## src/rtl/fft_adapter_pkg.sv

```systemverilog
// Shared types and helpers for the FFT frame adapters: FSM state, output width
// and component padding.
package fft_adapter_pkg;

  typedef enum logic [0:0] {
    StIdle    = 1'b0,
    StInFrame = 1'b1
  } state_e;

  // Widest padded field the helper supports; callers truncate to their width.
  localparam int unsigned MaxFieldW = 64;

  function automatic int unsigned out_width(input int unsigned s, input int unsigned l,
                                            input int unsigned r);
    return 2 * (l + s + r) + 1;
  endfunction

  // Sign-extends an s-bit component held in the low bits of comp, then appends
  // r zero bits. The L sign copies come from truncating the result to L+S+R.
  function automatic logic [MaxFieldW-1:0] pad_field(input logic [MaxFieldW-1:0] comp,
                                                     input int unsigned s,
                                                     input int unsigned r);
    logic signed [MaxFieldW-1:0] ext;
    ext = $signed(comp << (MaxFieldW - s));
    ext = ext >>> (MaxFieldW - s);
    return $unsigned(ext) << r;
  endfunction

endpackage

```

## src/rtl/fft_skid_buffer.sv

```systemverilog
// Two-entry valid/ready skid buffer. Both in_ready_o and the output side are
// driven straight from flops.
module fft_skid_buffer #(
  parameter int unsigned Width = 8
) (
  input  logic             clk_i,
  input  logic             rst_i,
  input  logic [Width-1:0] in_data_i,
  input  logic             in_valid_i,
  output logic             in_ready_o,
  output logic [Width-1:0] out_data_o,
  output logic             out_valid_o,
  input  logic             out_ready_i
);

  logic [Width-1:0] out_data_q, out_data_d;
  logic             out_valid_q, out_valid_d;
  logic [Width-1:0] skid_data_q, skid_data_d;
  logic             skid_valid_q, skid_valid_d;
  logic             in_ready_q;
  logic             in_fire;
  logic             out_free;

  assign in_fire  = in_valid_i & in_ready_q;
  assign out_free = ~out_valid_q | out_ready_i;

  always_comb begin
    out_data_d   = out_data_q;
    out_valid_d  = out_valid_q;
    skid_data_d  = skid_data_q;
    skid_valid_d = skid_valid_q;
    if (skid_valid_q) begin
      // in_ready_q is low here, so no new beat can arrive this cycle.
      if (out_free) begin
        out_data_d   = skid_data_q;
        out_valid_d  = 1'b1;
        skid_valid_d = 1'b0;
      end
    end else if (in_fire) begin
      if (out_free) begin
        out_data_d  = in_data_i;
        out_valid_d = 1'b1;
      end else begin
        skid_data_d  = in_data_i;
        skid_valid_d = 1'b1;
      end
    end else if (out_ready_i) begin
      out_valid_d = 1'b0;
    end
  end

  always_ff @(posedge clk_i or posedge rst_i) begin
    if (rst_i) begin
      out_data_q   <= '0;
      out_valid_q  <= 1'b0;
      skid_data_q  <= '0;
      skid_valid_q <= 1'b0;
      in_ready_q   <= 1'b0;
    end else begin
      out_data_q   <= out_data_d;
      out_valid_q  <= out_valid_d;
      skid_data_q  <= skid_data_d;
      skid_valid_q <= skid_valid_d;
      in_ready_q   <= ~skid_valid_d;
    end
  end

  assign in_ready_o  = in_ready_q;
  assign out_data_o  = out_data_q;
  assign out_valid_o = out_valid_q;

endmodule

```

## src/rtl/fft_frame_adapter_rx.sv

```systemverilog
// Receive-side adapter into the FFT core: pads complex samples to FFT width, tags the
// per-frame inverse flag and enforces FFT_POINTS-sample framing.
module fft_frame_adapter_rx
  import fft_adapter_pkg::*;
#(
  parameter int unsigned INPUT_SYMBOL_WIDTH  = 12,
  parameter int unsigned EXTRA_LEFT_PADDING  = 2,
  parameter int unsigned EXTRA_RIGHT_PADDING = 2,
  parameter int unsigned FFT_POINTS          = 1024,
  parameter bit          INVERSE_FFT         = 1'b0
) (
  input  logic                            clock_clk,
  input  logic                            reset_reset,
  input  logic [2*INPUT_SYMBOL_WIDTH-1:0] asi_in_data,
  input  logic                            asi_in_valid,
  input  logic                            asi_in_startofpacket,
  input  logic                            asi_in_endofpacket,
  output logic                            asi_in_ready,
  output logic [out_width(INPUT_SYMBOL_WIDTH, EXTRA_LEFT_PADDING,
                          EXTRA_RIGHT_PADDING)-1:0] aso_out_data,
  output logic                            aso_out_valid,
  output logic                            aso_out_startofpacket,
  output logic                            aso_out_endofpacket,
  input  logic                            aso_out_ready,
  input  logic                            cfg_inverse,
  input  logic                            cfg_regen_framing,
  output logic                            stat_frame_error,
  output logic [15:0]                     stat_frame_count
);

  localparam int unsigned S      = INPUT_SYMBOL_WIDTH;
  localparam int unsigned FieldW = EXTRA_LEFT_PADDING + S + EXTRA_RIGHT_PADDING;
  localparam int unsigned OutW   = out_width(S, EXTRA_LEFT_PADDING, EXTRA_RIGHT_PADDING);
  localparam int unsigned IdxW   = $clog2(FFT_POINTS);
  localparam int unsigned BufW   = OutW + 2;

  state_e            state_q, state_d;
  logic [IdxW-1:0]   idx_q, idx_d;
  logic              inv_q, inv_d;
  logic              regen_q, regen_d;
  logic              discard_q, discard_d;
  logic              err_q, err_d;
  logic [15:0]       count_q;

  logic              in_fire;
  logic              idx_last;
  logic              inv_bit;
  logic              buf_valid, buf_sop, buf_eop;
  logic [FieldW-1:0] real_field, imag_field;
  logic [BufW-1:0]   buf_data, out_bundle;

  assign in_fire  = asi_in_valid & asi_in_ready;
  assign idx_last = (idx_q == IdxW'(FFT_POINTS - 1));

  assign real_field = FieldW'(pad_field(MaxFieldW'(asi_in_data[2*S-1:S]), S,
                                        EXTRA_RIGHT_PADDING));
  assign imag_field = FieldW'(pad_field(MaxFieldW'(asi_in_data[S-1:0]), S,
                                        EXTRA_RIGHT_PADDING));

  always_comb begin
    state_d   = state_q;
    idx_d     = idx_q;
    inv_d     = inv_q;
    regen_d   = regen_q;
    discard_d = discard_q;
    err_d     = 1'b0;
    buf_valid = 1'b0;
    buf_sop   = 1'b0;
    buf_eop   = 1'b0;
    inv_bit   = inv_q;
    unique case (state_q)
      StIdle: begin
        // A frame-start beat already carries the newly latched flag.
        inv_bit = cfg_inverse;
        if (in_fire) begin
          if (cfg_regen_framing || asi_in_startofpacket) begin
            inv_d     = cfg_inverse;
            regen_d   = cfg_regen_framing;
            discard_d = 1'b0;
            buf_valid = 1'b1;
            buf_sop   = 1'b1;
            idx_d     = IdxW'(1);
            state_d   = StInFrame;
            if (!cfg_regen_framing && asi_in_endofpacket) begin
              buf_eop = 1'b1;
              err_d   = 1'b1;
              idx_d   = '0;
              state_d = StIdle;
            end
          end else begin
            // Only the first beat of a discarded run is reported.
            err_d     = ~discard_q;
            discard_d = 1'b1;
          end
        end
      end
      StInFrame: begin
        if (in_fire) begin
          buf_valid = 1'b1;
          idx_d     = idx_q + IdxW'(1);
          if (regen_q) begin
            buf_eop = idx_last;
          end else begin
            buf_eop = asi_in_endofpacket | idx_last;
            err_d   = asi_in_startofpacket | (asi_in_endofpacket ^ idx_last);
          end
          if (buf_eop) begin
            idx_d   = '0;
            state_d = StIdle;
          end
        end
      end
      default: state_d = StIdle;
    endcase
  end

  always_ff @(posedge clock_clk or posedge reset_reset) begin
    if (reset_reset) begin
      state_q   <= StIdle;
      idx_q     <= '0;
      inv_q     <= INVERSE_FFT;
      regen_q   <= 1'b0;
      discard_q <= 1'b0;
      err_q     <= 1'b0;
      count_q   <= '0;
    end else begin
      state_q   <= state_d;
      idx_q     <= idx_d;
      inv_q     <= inv_d;
      regen_q   <= regen_d;
      discard_q <= discard_d;
      err_q     <= err_d;
      if (buf_valid && buf_eop) begin
        count_q <= count_q + 16'd1;
      end
    end
  end

  assign buf_data = {real_field, imag_field, inv_bit, buf_sop, buf_eop};

  fft_skid_buffer #(
    .Width (BufW)
  ) u_skid (
    .clk_i       (clock_clk),
    .rst_i       (reset_reset),
    .in_data_i   (buf_data),
    .in_valid_i  (buf_valid),
    .in_ready_o  (asi_in_ready),
    .out_data_o  (out_bundle),
    .out_valid_o (aso_out_valid),
    .out_ready_i (aso_out_ready)
  );

  assign {aso_out_data, aso_out_startofpacket, aso_out_endofpacket} = out_bundle;
  assign stat_frame_error = err_q;
  assign stat_frame_count = count_q;

endmodule
```

## config.mk

```make
export PLATFORM = sky130hd
export DESIGN_NAME = fft_frame_adapter_rx
export DESIGN_NICKNAME = d
export VERILOG_FILES = /design/src/rtl/fft_adapter_pkg.sv /design/src/rtl/fft_skid_buffer.sv /design/src/rtl/fft_frame_adapter_rx.sv
export SDC_FILE = /design/constraint.sdc
export NUM_CORES = 1
export LEC_CHECK = 0
export CORE_ASPECT_RATIO = 0.5
export CORE_MARGIN = 10
export CORE_UTILIZATION = 65
export CTS_CLUSTER_DIAMETER = 200
export DETAILED_ROUTE_END_ITERATION = 16
export DONT_BUFFER_PORTS = 1
export PLACE_DENSITY = 0.79
export SYNTH_ARGS = -nofsm -noshare
export SYNTH_HDL_FRONTEND = slang
export SYNTH_SLANG_ARGS = --single-unit
```

## constraint.sdc

```tcl
create_clock -name clock_clk -period 7.7 [get_ports clock_clk]
set_clock_uncertainty 0.1 [all_clocks]
set_input_delay 1.155 -clock clock_clk [delete_from_list [all_inputs] [get_ports clock_clk]]
set_output_delay 1.155 -clock clock_clk [all_outputs]
set_load 0.01 [all_outputs]
```

Word-level counts from Yosys, hierarchy flattened
Index checks and enable logic that the tools add are counted.
- bitwise operators: 12
- eq/ne operators: 6
- multiplexer cells: 43
- reduce and logical (&&, ||, !) cells: 11
- add/sub/neg operators: 2
- operator list (cell ; number):
    $mux W35 ; 4
    $mux W10 ; 4
    $mux W1 ; 30
    $pmux W10 S2 ; 1
    $add A16 B1 Y16 const B ; 1
    $reduce_and A3 Y1 ; 4
    $add A10 B1 Y10 const B ; 1
    $eq A10 B10 Y1 const B ; 1
    $ne A2 B2 Y1 const B ; 4
    $pmux W1 S2 ; 4
    $not A1 Y1 ; 6
    $or A1 B1 Y1 ; 3
    $reduce_bool A3 Y1 ; 1
    $and A1 B1 Y1 ; 2
    $logic_and A1 B1 Y1 ; 2
    $ne A2 B1 Y1 const B ; 1
    $reduce_and A2 Y1 ; 1
    $reduce_bool A2 Y1 ; 1
    $logic_not A1 Y1 ; 1
    $logic_or A1 B1 Y1 ; 1
    $xor A1 B1 Y1 ; 1
- output and inout bits: 54
- bits in registers: 98

Longest topological paths before layout
Gate-level depths: netlist of run 1.
- depth in word-level cells: 10
- gate-level depth with buffers: 11
- depth with buffers taken out: 9

Hierarchy
A second synthesis of run 1 with hierarchy kept.
- cells, all modules: 361
- area, all modules: 4745.8 µm²
- by module, submodules not included (module ; area an instance (µm²) ; instances ; cells an instance):
    fft_skid_buffer ; 3160.5 ; 1 ; 198
    fft_frame_adapter_rx ; 1585.3 ; 1 ; 163

Worst setup path before layout of run 1
No wires, ideal clock.
- path kind: input to register
- start: input asi_in_startofpacket
- end: register u_skid.skid_data_q[0]
- data required time: 7.475 ns
- arrival time: 2.353 ns
- library setup time: 0.125 ns
- buffers on the path: 3
- slack: 5.122 ns
- stages: 6
- cells stage by stage: buf_2 -> o311ai_1 -> or3_1 -> buf_4 -> buf_6 -> mux2_4
- word-level cells in the longest chain between the ends: 6
- elaborated cells between the ends (all ways): 9
- those cells by class: mux: 6; bitwise: 1; reduce/logical: 2
- ends and longest elaborated chain (item ; line ; text):
    start, declared ; fft_frame_adapter_rx.sv:16 ; input logic asi_in_startofpacket,
    $logic_or A1 B1 Y1 * ; fft_frame_adapter_rx.sv:76 ; if (cfg_regen_framing || asi_in_startofpacket) begin
    $mux W1 ; fft_frame_adapter_rx.sv:76 ;
    $mux W1 ; fft_frame_adapter_rx.sv:75 ; if (in_fire) begin
    $pmux W1 S2 ; fft_frame_adapter_rx.sv:71 ; unique case (state_q)
    $and A1 B1 Y1 ; fft_skid_buffer.sv:24 ; assign in_fire = in_valid_i & in_ready_q;
    $reduce_and A3 Y1 (no source line) ; n/a ;
    end signal, assigned ; fft_skid_buffer.sv:62 ; skid_data_q <= skid_data_d;
    end, declared ; fft_skid_buffer.sv:18 ; logic [Width-1:0] skid_data_q, skid_data_d;
Every way passes the cells marked *; elsewhere a longest branch is shown, timed or not.
A chain may end at the register's enable or synchronous reset.

Final worst setup path of run 1
- start: register idx_q[0]
- end: register count_q[1], in the netlist stat_frame_count[1]
- word-level cells in the longest chain between the ends: 8
- ends and longest elaborated chain (item ; line ; text):
    start, declared ; fft_frame_adapter_rx.sv:38 ; logic [IdxW-1:0] idx_q, idx_d;
    start signal, assigned ; fft_frame_adapter_rx.sv:128 ; idx_q <= idx_d;
    $eq A10 B10 Y1 * ; fft_frame_adapter_rx.sv:53 ; assign idx_last = (idx_q == IdxW'(FFT_POINTS - 1));
    $or A1 B1 Y1 ; fft_frame_adapter_rx.sv:104 ; buf_eop = asi_in_endofpacket | idx_last;
    $mux W1 * ; fft_frame_adapter_rx.sv:101 ; if (regen_q) begin
    $mux W1 * ; fft_frame_adapter_rx.sv:98 ; if (in_fire) begin
    $mux W1 * ; fft_frame_adapter_rx.sv:71 ;
    $mux W1 * ; fft_frame_adapter_rx.sv:98 ;
    $pmux W1 S2 * ; fft_frame_adapter_rx.sv:71 ;
    $logic_and A1 B1 Y1 * ; fft_frame_adapter_rx.sv:133 ; if (buf_valid && buf_eop) begin
    end signal, assigned ; fft_frame_adapter_rx.sv:134 ; count_q <= count_q + 16'd1;
    end, declared ; fft_frame_adapter_rx.sv:43 ; logic [15:0] count_q;
Every way passes the cells marked *; elsewhere a longest branch is shown, timed or not. The select of a mux whose other input is x is not followed.

==> results of run 1 <==
[worst max-delay path, stage by stage (launching register included)]
cell and delay [ns]:
sky130_fd_sc_hd__dfrtp_1 0.40, sky130_fd_sc_hd__ha_1 0.25, sky130_fd_sc_hd__nand4_2 0.19, sky130_fd_sc_hd__nor2_1 0.20
sky130_fd_sc_hd__nand3_1 0.12, sky130_fd_sc_hd__ha_1 0.21, sky130_fd_sc_hd__o21a_1 0.19, sky130_fd_sc_hd__o31a_1 0.36
sky130_fd_sc_hd__nor2_1 0.33, sky130_fd_sc_hd__mux2_2 0.36
[power groups by stage]
| stage | clock, µW | combinational [µW] | sequential, µW |
|---|---|---|---|
| finish | 400 | 350 | 819 |
| global route | 433 | 393 | 844 |
| CTS | 411 | 352 | 823 |
| detailed placement | 0 | 349 | 828 |
| global placement | 0 | 330 | 818 |
| floorplan | 0 | 347 | 758 |
[worst max path at each step]
stage,startpoint,endpoint,slack [ns],cells after the start
final,idx_q[0]$_DFFE_PP0P_,stat_frame_count[1]$_DFFE_PP0P_,4.85,9
after global routing,idx_q[0]$_DFFE_PP0P_,stat_frame_count[1]$_DFFE_PP0P_,4.72,9
after CTS,idx_q[0]$_DFFE_PP0P_,stat_frame_count[1]$_DFFE_PP0P_,4.89,9
after detailed placement,cfg_regen_framing,u_skid.out_data_o[14]$_DFFE_PP0P_,4.65,3
after global placement,cfg_regen_framing,u_skid.out_data_o[23]$_DFFE_PP0P_,4.76,3
after floorplan,reset_reset,discard_q$_DFFE_PP0P_,4.17,1
[kinds of logic (layout without fill, tap and decap cells)]
family,count (synthesis),count (layout),synth area share [%]
simple gates,111,111,14.6
flops,88,88,52.6
compound gates,54,54,7.83
mux,54,54,15.4
buf+inv,35,25,4.84
xor+xnor,18,18,3.77
fa+ha+maj,3,3,0.897
other cells,1,4,0.0896
[cell type report]
cell class / instances / area share [%]
clock buffer: 12 / 5.56
clock inverter: 4 / 0.677
inverter: 6 / 0.536
multi-input combinational: 244 / 40.6
sequential: 88 / 49.7
tap: 88 / 2.48
timing repair buffer: 3 / 0.508
[state kept, by name (all words and copies together) (netlist names), 10 cells and up]
| signal | count |
|---|---|
| idx_q | 10 |
| u_skid.skid_data_q | 27 |
| u_skid.out_data_o | 27 |
| stat_frame_count | 16 |
[placed cells by master (no fill, tap or decap), types with 2 or more instances in the layout]
cell,count
sky130_fd_sc_hd__or2_2,2
sky130_fd_sc_hd__and2_1,2
sky130_fd_sc_hd__buf_4,3
sky130_fd_sc_hd__mux2_4,18
sky130_fd_sc_hd__mux2_2,10
sky130_fd_sc_hd__or4_1,2
sky130_fd_sc_hd__nand3_1,10
sky130_fd_sc_hd__nor3_2,8
sky130_fd_sc_hd__a31oi_1,2
sky130_fd_sc_hd__inv_1,5
sky130_fd_sc_hd__clkbuf_16,9
sky130_fd_sc_hd__clkinvlp_4,4
sky130_fd_sc_hd__nor4_1,6
sky130_fd_sc_hd__nand2b_1,2
sky130_fd_sc_hd__nor2_1,15
sky130_fd_sc_hd__ha_1,3
sky130_fd_sc_hd__dfrtp_1,87
sky130_fd_sc_hd__and3b_1,2
sky130_fd_sc_hd__and3_1,2
sky130_fd_sc_hd__nand2_1,40
sky130_fd_sc_hd__o311ai_1,2
sky130_fd_sc_hd__and2b_1,2
sky130_fd_sc_hd__nand4_1,7
sky130_fd_sc_hd__mux2i_1,26
sky130_fd_sc_hd__xor2_1,15
sky130_fd_sc_hd__a21oi_1,2
sky130_fd_sc_hd__xnor2_1,3
sky130_fd_sc_hd__a22o_1,3
sky130_fd_sc_hd__o21ai_0,35
sky130_fd_sc_hd__and4_1,3
sky130_fd_sc_hd__o21a_1,2
sky130_fd_sc_hd__conb_1,4
sky130_fd_sc_hd__clkbuf_1,2
[per-layer routing]
metal / vias up / routed length, µm / share of wire [%] / GRT usage [%]
met1: 1315 / 3280 / 39 / 18.2
met4: 0 / 110 / 1.3 / 5.94
li1: 1245 / - / - / -
met2: 96 / 4210 / 50 / 27.3
met5: - / 0 / 0 / 0
met3: 16 / 891 / 10 / 9.82
[stage by stage]
| step | hold WS [ns] | utilization, % |
|---|---|---|
| 6_report | 0.411 | 72.1 |
| 5_1_grt | 0.425 | 72.1 |
| 4_1_cts | 0.410 | 72.1 |
| 3_5_place_dp | 0.393 | 67.6 |
| 3_3_place_gp | 0.365 | 67.6 |
| 2_1_floorplan | 0.350 | - |
==> parameters.txt, run 1 <==
Parameter                              Value

Detailed routing
  Number of vias per cell after detailed routing    6.00
  Drt first-iter violations    221
  Final routed wirelength across all metal layers    8490 µm
  Detailed-route via count    2,672
  DRC violation count after routing    0
  Post-DRT Antenna Nets    0
  Average wire per standard cell    19.1 µm
  DR pass1 iterations    6

Global routing
  Pin count of the biggest net entering global routing    89
  Vias in the first global route    2,787
  Total routing resource utilization after global routing    16.9%
  Total global routing overflow    0
  Antenna violations before repair    0
  First-pass GRT wire length    14,100 µm

Worst setup path
  Largest fanout on the critical path    17
  Data arrival, critical path    2.97 ns
  Worst Path Class, Setup    flop to flop
  Critical Path End Type    flop
  Launch instance of the worst register-to-register path    idx_q[0]$_DFFE_PP0P_
  Register-to-register setup slack    4.85 ns
  Length in cells of the worst reg-to-reg path    9
  Startpoint Class    flop
  Required time reported for the critical path endpoint    7.82 ns
  Capture point of the worst reg-to-reg path    stat_frame_count[1]$_DFFE_PP0P_

Power
  Comb pwr share    22.3%
  Total power per unit cell area    354 nW/µm²
  Largest voltage drop on the vdd net    0.000217 V
  Switching part of the total power    34.1%
  Total power consumption of the routed design    1570 µW
  Net switching component of the power    534 µW
  Share of power burned in the clock network    25.5%
  Static leakage power    0.00203 µW
  Int Power    1030 µW
  Flop pwr share    52.2%

Logic synthesis
  Cell type with the highest aggregate area in the netlist    sky130_fd_sc_hd__dfrtp_1
  Leading cell type by number of instances after synthesis    sky130_fd_sc_hd__dfrtp_1
  Dominant synthesized flop cell    sky130_fd_sc_hd__dfrtp_1
  Cells after synthesis    364
  Synth cell types    50
  Cells taking the most area after synthesis    sky130_fd_sc_hd__dfrtp_1 53%, sky130_fd_sc_hd__mux2_4 6.5%, sky130_fd_sc_hd__mux2i_1 6.2%, sky130_fd_sc_hd__o21ai_0 4.2%, sky130_fd_sc_hd__nand2_1 3.6%
  Most used standard cells in the synthesized netlist    88 x sky130_fd_sc_hd__dfrtp_1, 40 x sky130_fd_sc_hd__nand2_1, 35 x sky130_fd_sc_hd__o21ai_0
  Seq cells post-synth    88
  Top cell type's share of synthesized area    52.6%
  EDFF count, synth    0
  Average instance area after synthesis    11.5 µm²
  Post-synth design cell area    4190 µm²
  Sequential cell area fraction in the yosys report    52.6%
  Async S/R FF share, synth    100%
  Synth warnings    0

Timing
  Fin. max-slew vios    0
  Total negative setup slack    0 ns
  Final critical delay including setup and external delays    2.85 ns
  Relative slew margins    26.1%
  Unrepaired setup endpoints after global routing    no
  Share of the clock period used by the worst path after layout    37.0%
  Achievable frequency    0.351 GHz
  Final Setup Violations    0
  Final setup slack of the worst path    4.85 ns
  Fin. Hold Viols    0
  Transition time at the pin with the least slew margin    1.10 ns

Hold path
  Origin of the worst min-delay path    u_skid.skid_data_q[9]$_DFFE_PP0P_
  Hold Path Class    flop to flop
  End of the worst hold path    u_skid.skid_data_q[9]$_DFFE_PP0P_
  Hold Crit Depth    1

Clock network
  CTS-repair resized insts    0
  Htree depth    3
  Buffer type at the clock tree root    sky130_fd_sc_hd__clkbuf_16
  Clk_lat worst skew    0.34 ns
  TritonCTS clock tree    done
  Post-CTS setup-driven buffer insertion count    0
  Number of clock sinks    88
  CTS Buf Count    9
  Largest buffer count on any clock path    2
  Clock transition at the register clock pins on the worst setup and hold paths after CTS    0.06 ns
  Quantity of hold-fixing buffers added after cts    0

Cells and area
  Final standard cell area without fillers    4440 µm²
  Multi-input gate area    1800 µm²
  Footprint of the flip-flops and latches    2200 µm²
  Growth of design area from synthesis to finish    5.98%
  Layout net count    387
  Filler cell count    432
  Non-filler instance count after layout    445
  Ratio of cells with drive above 1 in the final layout    17.1%
  Number of inserted diodes    0

Floorplan
  Total Die Area    10,200 µm²
  Width of the die    133 µm
  Number of rows created at floorplan    20
  Overall die height    76.7 µm
  Core box area    6160 µm²
  Starting density of the core    68.0%
  Boundary pin count    86

Placement
  Total of buffers placed on input and output ports    0
  Estimated wirelength of the detail-placed design    5830 µm
  Count of placed standard cells including taps    429
  Placement-stage cell area    4160 µm²
  Final Wtd Congestion    0.836
  Worst setup slack after placement    4.65 ns

Status
  Run status    complete, no violations

Run
  Number of maximum-capacitance violations    0
(Power assumes the default switching activity.)
==> run 2: changes to the inputs <==
- CORE_UTILIZATION: 65 -> 57
- PLACE_DENSITY: 0.79 -> 0.73
- clock period: 7.7 -> 2.4 ns (I/O delays scaled with it)
==> parameters.txt, run 2 (synthesis gave the netlist of run 1 again) <==
Parameter                              Value

Status
  Run status    complete, no violations (unchanged)

Worst setup path
  Startpoint Class    flop (unchanged)
  Critical path's top delay family    simple AND/OR/NAND/NOR gates (unchanged)
  Slowest CP cell    sky130_fd_sc_hd__dfrtp_1 (unchanged)
  Chain of cells forming the critical path    ha_4 > nand4_2 > nor2_2 > nand3_1 > ha_1 > o21a_1 > o31a_1 > buf_12 > nor4b_2 > xor2_1 (was ha_1 > nand4_2 > nor2_1 > nand3_1 > ha_1 > o21a_1 > o31a_1 > nor2_1 > mux2_2)
  Stage delay of the slowest cell on the critical path    0.41 ns (was 0.40 ns)
  Worst Path Class, Setup    flop to flop (unchanged)
  Largest fanout on the critical path    14 (was 17)
  Required time reported for the critical path endpoint    2.57 ns (was 7.82 ns)
  Critical Path End Type    flop (unchanged)
  Combined buffer and inverter count along the critical path    1 (was 0)
  Data arrival, critical path    2.44 ns (was 2.97 ns)

Power
  Share of power burned in the clock network    26.1% (was 25.5%)
  Largest voltage drop on the vdd net    0.000741 V (was 0.000217 V)
  Comb pwr share    25.0% (was 22.3%)
  Int Power    3530 µW (was 1030 µW)
  Flop pwr share    48.8% (was 52.2%)
  Total power consumption of the routed design    5280 µW (was 1570 µW)
  Total power per unit cell area    1130 nW/µm² (was 354 nW/µm²)
  Static leakage power    0.00214 µW (was 0.00203 µW)
  Net switching component of the power    1750 µW (was 534 µW)
  Switching part of the total power    33.1% (was 34.1%)

Global routing
  Total routing resource utilization after global routing    15.9% (was 16.9%)
  Antenna violations before repair    0 (unchanged)
  Pin count of the biggest net entering global routing    53 (was 89)
  Total global routing overflow    0 (unchanged)
  First-pass GRT wire length    14,500 µm (was 14,100 µm)
  Vias in the first global route    2,776 (was 2,787)

Detailed routing
  Final routed wirelength across all metal layers    8880 µm (was 8490 µm)
  DR pass1 iterations    4 (was 6)
  Average wire per standard cell    19.3 µm (was 19.1 µm)
  Drt first-iter violations    191 (was 221)
  Post-DRT Antenna Nets    0 (unchanged)
  Number of vias per cell after detailed routing    5.84 (was 6.00)
  Detailed-route via count    2,692 (was 2,672)
  DRC violation count after routing    0 (unchanged)

Placement
  Final Wtd Congestion    0.814 (was 0.836)
  Placement-stage cell area    4300 µm² (was 4160 µm²)
  Total of buffers placed on input and output ports    0 (unchanged)
  Estimated wirelength of the detail-placed design    6240 µm (was 5830 µm)

Floorplan
  Starting density of the core    60.6% (was 68.0%)
  Total Die Area    11,400 µm² (was 10,200 µm²)
  Overall die height    80.6 µm (was 76.7 µm)
  Core box area    6910 µm² (was 6160 µm²)
  Boundary pin count    86 (unchanged)
  Width of the die    141 µm (was 133 µm)
  Number of rows created at floorplan    21 (was 20)

Cells and area
  Top library cells by usage in the layout, fill and taps aside    87 x sky130_fd_sc_hd__dfrtp_1, 40 x sky130_fd_sc_hd__nand2_1, 35 x sky130_fd_sc_hd__o21ai_0, 26 x sky130_fd_sc_hd__mux2i_1, 18 x sky130_fd_sc_hd__mux2_4 (unchanged)
  Layout net count    399 (was 387)
  Number of inserted diodes    0 (unchanged)
  Most common library cell in the layout ignoring fill and taps    sky130_fd_sc_hd__dfrtp_1 (unchanged)
  Ratio of cells with drive above 1 in the final layout    20.9% (was 17.1%)
  Final standard cell area without fillers    4670 µm² (was 4440 µm²)
  Growth of design area from synthesis to finish    11.5% (was 5.98%)

Timing
  Final Setup Violations    0 (unchanged)
  Achievable frequency    0.441 GHz (was 0.351 GHz)
  Share of the clock period used by the worst path after layout    94.5% (was 37.0%)
  Fin. Hold Viols    0 (unchanged)
  Final critical delay including setup and external delays    2.27 ns (was 2.85 ns)
  Fin. max-slew vios    0 (unchanged)
  Relative slew margins    22.9% (was 26.1%)
  Transition time at the pin with the least slew margin    1.16 ns (was 1.10 ns)

Clock network
  Htree depth    3 (unchanged)
  Clk_lat worst skew    0.34 ns (about the same)
  Number of clock sinks    88 (unchanged)
  CTS Buf Count    9 (unchanged)
  Buffer type at the clock tree root    sky130_fd_sc_hd__clkbuf_16 (unchanged)
  Post-CTS setup-driven buffer insertion count    0 (unchanged)
  Clock transition at the register clock pins on the worst setup and hold paths after CTS    0.06 ns (about the same)
  TritonCTS clock tree    done (unchanged)
  Largest buffer count on any clock path    2 (unchanged)

Hold path
  Hold Path Class    input pin to flop (was flop to flop)

Run
  Number of maximum-capacitance violations    0 (unchanged)
## run 2: worst register-to-register path, stage by stage, from the launching register on
cell and delay, ns:
sky130_fd_sc_hd__dfrtp_1 0.41, sky130_fd_sc_hd__ha_4 0.17, sky130_fd_sc_hd__nand4_2 0.13, sky130_fd_sc_hd__nor2_2 0.14, sky130_fd_sc_hd__nand3_1 0.09, sky130_fd_sc_hd__ha_1 0.19, sky130_fd_sc_hd__o21a_1 0.18, sky130_fd_sc_hd__o31a_1 0.15
sky130_fd_sc_hd__buf_12 0.18, sky130_fd_sc_hd__nor4b_2 0.30, sky130_fd_sc_hd__xor2_1 0.16
## run 2: worst paths after layout
kind / startpoint / cells after the start / end / slack [ns]
worst min-delay path: asi_in_data[2] / 1 / u_skid.skid_data_q[7]$_DFFE_PP0P_ / 0.07
worst max-delay path: idx_q[1]$_DFFE_PP0P_ / 10 / stat_frame_count[9]$_DFFE_PP0P_ / 0.13
max in group asynchronous: reset_reset / 3 / regen_q$_DFFE_PP0P_ / 1.18
worst max register to register: idx_q[1]$_DFFE_PP0P_ / 10 / stat_frame_count[9]$_DFFE_PP0P_ / 0.13
worst min register to register: discard_q$_DFFE_PP0P_ / 2 / discard_q$_DFFE_PP0P_ / 0.40
min in group asynchronous: reset_reset / 2 / u_skid.out_data_o[1]$_DFFE_PP0P_ / 0.46
## run 2: through the flow
| step | worst slack (ns) | hold slack [ns] | TNS [ns] | utilization (%) | instances |
|---|---|---|---|---|---|
| after floorplan | 0.105 | 0.350 | 0 | - | 367 |
| after global placement | 0.0860 | 0.206 | 0 | 62.2 | 444 |
| after detailed placement | -0.0274 | 0.224 | -0.0398 | 62.2 | 444 |
| after CTS | 0.00101 | 0.0556 | 0 | 66.8 | 461 |
| after global routing | -0.0103 | 0.0433 | -0.0103 | 67.6 | 461 |
| final | 0.131 | 0.0657 | 0 | 67.6 | 461 |
## run 2: routing by layer
metal | vias to the layer above | track usage, % | routed length [µm]
li1 | 1275 | - | -
met1 | 1340 | 18.1 | 3600
met2 | 71 | 26.2 | 4490
met3 | 6 | 8.51 | 738
met4 | 0 | 3.69 | 54
met5 | - | 0 | 0
## run 2: repair_timing
action | 4_1_cts | 5_1_grt
hold buffers | 1 | 0
pin swaps | 0 | 2
endpoints found under the hold margin | 23 | 0
resized for setup | 2 | 8
setup endpoints to repair | 2 | 15
gates cloned | 0 | 0
## run 2: final cells by class
type | instances | area [µm²]
timing repair buffer | 15 | 165
clock buffer | 13 | 250
multi-input combinational | 244 | 1870
fill | 519 | 2240
inverter | 6 | 26.3
tap | 92 | 115
clock inverter | 3 | 42.5
sequential | 88 | 2200
## run 2: power by group through the flow
stage	combinational, µW	sequential (µW)	clock [µW]
3_5_place_dp	1290	2610	0
3_3_place_gp	1230	2580	0
4_1_cts	1300	2590	1390
6_report	1320	2580	1380
2_1_floorplan	1110	2430	0
5_1_grt	1470	2660	1480
